$ cat config.mk
export PLATFORM = sky130hd
export DESIGN_NAME = bcd_to_binary
export DESIGN_NICKNAME = d
export VERILOG_FILES = /design/src/rtl/bcd_to_binary.sv
export SDC_FILE = /design/constraint.sdc
export NUM_CORES = 1
export LEC_CHECK = 0
export BUFFER_PORTS_ARGS = -buffer_cell sky130_fd_sc_hd__clkbuf_2
export CELL_PAD_IN_SITES_DETAIL_PLACEMENT = 1
export CELL_PAD_IN_SITES_GLOBAL_PLACEMENT = 2
export CORE_MARGIN = 3
export CORE_UTILIZATION = 27
export CTS_CLUSTER_SIZE = 8
export DETAILED_ROUTE_END_ITERATION = 7
export PLACE_DENSITY_LB_ADDON = 0.1
export SLEW_MARGIN = 0
export SYNTH_ARGS = -nofsm -noshare
export SYNTH_HDL_FRONTEND = slang
export SYNTH_SLANG_ARGS = --single-unit
export TNS_END_PERCENT = 5
$ cat constraint.sdc
create_clock -name clk -period 2.85 [get_ports clk]
set_clock_uncertainty 0.2 [all_clocks]
set_input_delay 0.7125 -clock clk [delete_from_list [all_inputs] [get_ports clk]]
set_output_delay 0.7125 -clock clk [all_outputs]
set_load 0.005 [all_outputs]
$ cat src/rtl/bcd_to_binary.sv
// bcd_to_binary: registered BCD-to-seven-segment decoder for one display digit.
// Purpose : converts a 4-bit code into seven cathode drive bits with a fixed
//           one-cycle latency. Codes 0-9 give digit glyphs; codes 10-15 give
//           a dash or hex glyphs A b C d E F depending on HEX_EN.
// Params  : ACTIVE_LOW - 1: lit segment driven 0 (common anode), 0: driven 1
//           HEX_EN     - 1: hex glyphs for 10-15, 0: dash for 10-15
// Ports   : clk   - system clock, rising edge
//           reset - synchronous active-high reset, loads blank into seg
//           bcd   - digit code to display
//           seg   - registered segment drive, seg[0]=a .. seg[6]=g
module bcd_to_binary #(
   parameter bit ACTIVE_LOW = 1'b1,
   parameter bit HEX_EN     = 1'b0
) (
   input  logic       clk,
   input  logic       reset,
   input  logic [3:0] bcd,
   output logic [6:0] seg
);

   localparam int unsigned SEG_W = 7;

   // All segments off in the selected polarity.
   localparam logic [SEG_W-1:0] BLANK = ACTIVE_LOW ? 7'h7F : 7'h00;

   // Dash shown for codes 10-15 when hex glyphs are disabled.
   localparam logic [SEG_W-1:0] DASH = 7'h40;

   logic [SEG_W-1:0] glyph_c;   // active-high glyph for the current code
   logic [SEG_W-1:0] drive_c;   // glyph in output polarity

   // Active-high glyph lookup.
   always_comb begin
      glyph_c = DASH;
      unique case (bcd)
         4'd0:  glyph_c = 7'h3F;
         4'd1:  glyph_c = 7'h06;
         4'd2:  glyph_c = 7'h5B;
         4'd3:  glyph_c = 7'h4F;
         4'd4:  glyph_c = 7'h66;
         4'd5:  glyph_c = 7'h6D;
         4'd6:  glyph_c = 7'h7D;
         4'd7:  glyph_c = 7'h07;
         4'd8:  glyph_c = 7'h7F;
         4'd9:  glyph_c = 7'h6F;
         4'd10: glyph_c = HEX_EN ? 7'h77 : DASH;
         4'd11: glyph_c = HEX_EN ? 7'h7C : DASH;
         4'd12: glyph_c = HEX_EN ? 7'h39 : DASH;
         4'd13: glyph_c = HEX_EN ? 7'h5E : DASH;
         4'd14: glyph_c = HEX_EN ? 7'h79 : DASH;
         4'd15: glyph_c = HEX_EN ? 7'h71 : DASH;
         default: glyph_c = DASH;
      endcase
   end

   // Polarity selection.
   always_comb begin
      drive_c = glyph_c;
      if (ACTIVE_LOW) begin
         drive_c = ~glyph_c;
      end
   end

   // Output register; reset wins over any code.
   always_ff @(posedge clk) begin
      if (reset) begin
         seg <= BLANK;
      end else begin
         seg <= drive_c;
      end
   end

endmodule

==> flow_summary.yaml <==
status:
  outcome: "complete, no violations"
floorplan:
  rows: 12
  die_x_um: 43.23
  start_util_pct: 31.15
  die-area_sq_um: 1868
  io_pins: 13
  coreArea_sq_um: 1201
  die_height_um: 43.23
global_routing:
  grt_pass1_vias: 320
  grt_max_degree: 12
  grt_pass1_wl_mm: 1.297
  grt_antenna_before_repair: 0
  grtUsageTotal_pct: 9.479
  overflow: 0
flow_run:
  drv_cap: 0
timing:
  period_minus_slack_ns: 1.708
  worst_slew_pin_slew_ns: 0.2807
  slew_viol_final: 0
  relSlewSlack_pct: 81.02
  max_clock_freq_mhz: 585.4
  setup_tns_ns: 0
  setup_viol_count_final: 0
  hold_viol_final: 0
  fin_crit_sh_pct: 59.94
  rsz0062_at_grt: "no"
critical_path:
  crit_path_start_kind: "primary input"
  arrival_ns: 1.63
  crit_type: "in -> reg"
  cp_max_fo: 6
  cp.required_ns: 2.77
  end_kind: "register"
power_and_ir_drop:
  p_leak_nw: 0.2189
  power_w: 0.0002305
  p_per_area_nw_per_um2: 499.2
  ir_worst_vdd_v: 0.0001863
clocking:
  hold_buffers: 0
  postCtsSetupBuffers: 0
  cts_max_level: 1
  clkTransAtPathRegs_ns: 0.05
  cts_max_path_buffers: 2
  cts_buffers: 3
  cts.sinks: 7
  tritoncts: "done"
  cts_resized: 0
  cts_root_buffer: "clkbuf_4"
synth:
  synthFlopType: "dfxtp_1"
  synth.area.top_cells: "dfxtp_1 (37%), ha_1 (17%), nor2_1 (5.0%)"
  yosysWarnings: 0
  synthesis.instances: 40
  synth_area_sq_um: 374.1
  synth_edf_count: 0
  ys_top_cells_by_count: "dfxtp_1 (7), ha_1 (5), nor2_1 (5)"
  yosysMostFrequentCell: "dfxtp_1"
  yosysSeqAreaShare_pct: 37.46
  avgSynthCellArea_sq_um: 9.353
  synthesis.nets: 51
  synth-seq-cells: 7
  synth_top_cell_by_area: "dfxtp_1"
  netlist.area_leader.share_pct: 37.46
  synthArstFlopShare_pct: 0
  synthDistinctLibCells: 19
routing:
  vias: 319
  detail-route-antenna-nets: 0
  routedWlPerCell_um: 11.25
  first_iter_violations: 2
  viasPerCell: 4.691
  routed_wl_um: 765
  first_pass_iters: 3
  drt_drc_violations_left: 0
finish:
  multi_input_area_sq_um: 202.7
  fill_cells: 164
  reg_top3: "seg x7"
  nets: 66
  drive_above_1_share_pct: 31.48
  largest_register_ffs: 7
  regArea_sq_um: 140.1
  syn_to_final_growth_pct: 23.41
  regMostFlops: "seg"
  n_antenna_cell: 0
place:
  io_buffers: 12
  routabilityCongestion: 0.6929
  dp_hpwl_um: 632.5
worst_hold_path:
  holdPathEnd: "seg[2]"
  min_from: "reset"
  whs_path_depth: 2
  worstHoldPathType: "in -> reg"
layer usage:
metal,vias up,GRT usage [%],part of all wire [%]
met1,150,8.750,41
met2,9,17.11,53
met5,-,0,0
met4,0,3.614,0
met3,0,5.085,5.6
li1,160,-,-
kinds of logic after synthesis:
group / Yosys count / synth area share (%)
adder cells (fa/ha/maj): 5 / 16.72
buffers and inverters: 6 / 8.359
AND/OR/NAND/NOR: 12 / 19.40
flip-flops: 7 / 37.46
AO/OA/AOI/OAI: 10 / 18.06
cells in the final DEF (no fill, tap or decap), drive strengths merged:
| cell type | Yosys | layout |
|---|---|---|
| clkbuf | 0 | 16 |
| dfxtp | 7 | 7 |
| nor2 | 5 | 5 |
| ha | 5 | 5 |
| inv | 4 | 4 |
| o22ai | 2 | 2 |
| nand2b | 2 | 2 |
| a21oi | 2 | 2 |
| o21bai | 2 | 2 |
| o21ai | 2 | 2 |
| nor2b | 1 | 1 |
| or2b | 1 | 1 |
| nor4b | 1 | 1 |
| or2 | 1 | 1 |
| a211oi | 1 | 1 |
| o21a | 1 | 1 |
| and4bb | 1 | 1 |
area by class of cell:
| cell class | count | area share (%) |
|---|---|---|
| sequential | 7 | 30.35 |
| tap | 14 | 3.794 |
| clock buffer | 4 | 5.691 |
| inverter | 4 | 3.252 |
| multi-input combinational | 27 | 43.90 |
| timing repair buffer | 12 | 13.01 |
metrics by stage:
step	std cells	instance area [sq um]	worst slack [ns]	hold WS (ns)	utilization [%]
after floorplan	40	374.1	1.120	0.6140	-
after global placement	64	435.4	0.9011	0.8240	36.25
after detailed placement	64	435.4	0.8760	0.8354	36.25
after CTS	68	461.7	1.141	0.5722	38.44
after global routing	68	461.7	1.071	0.5945	38.44
final	68	461.7	1.142	0.5822	38.44
where the power goes:
| group | switching, W | internal (W) |
|---|---|---|
| clock | 0.0000334 | 0.0000532 |
| sequential | 0.00000162 | 0.000105 |
| combinational | 0.0000203 | 0.0000169 |
how the worst max path moves through the flow:
stage | start | to | slack [ns] | depth (start not counted)
floorplan | bcd[1] | seg[3] | 1.12 | 5
global placement | bcd[1] | seg[0] | 0.90 | 6
detailed placement | bcd[1] | seg[3] | 0.88 | 6
CTS | bcd[1] | seg[0] | 1.14 | 6
global route | bcd[1] | seg[3] | 1.07 | 6
finish | bcd[1] | seg[0] | 1.14 | 6
worst max-delay path: stages:
cell,delay [ns]
clkbuf_2,0.14
inv_1,0.09
ha_1,0.18
or2_0,0.21
a211oi_2,0.25
nor2_1,0.07
Note: power is estimated with default switching activity, not from simulation.
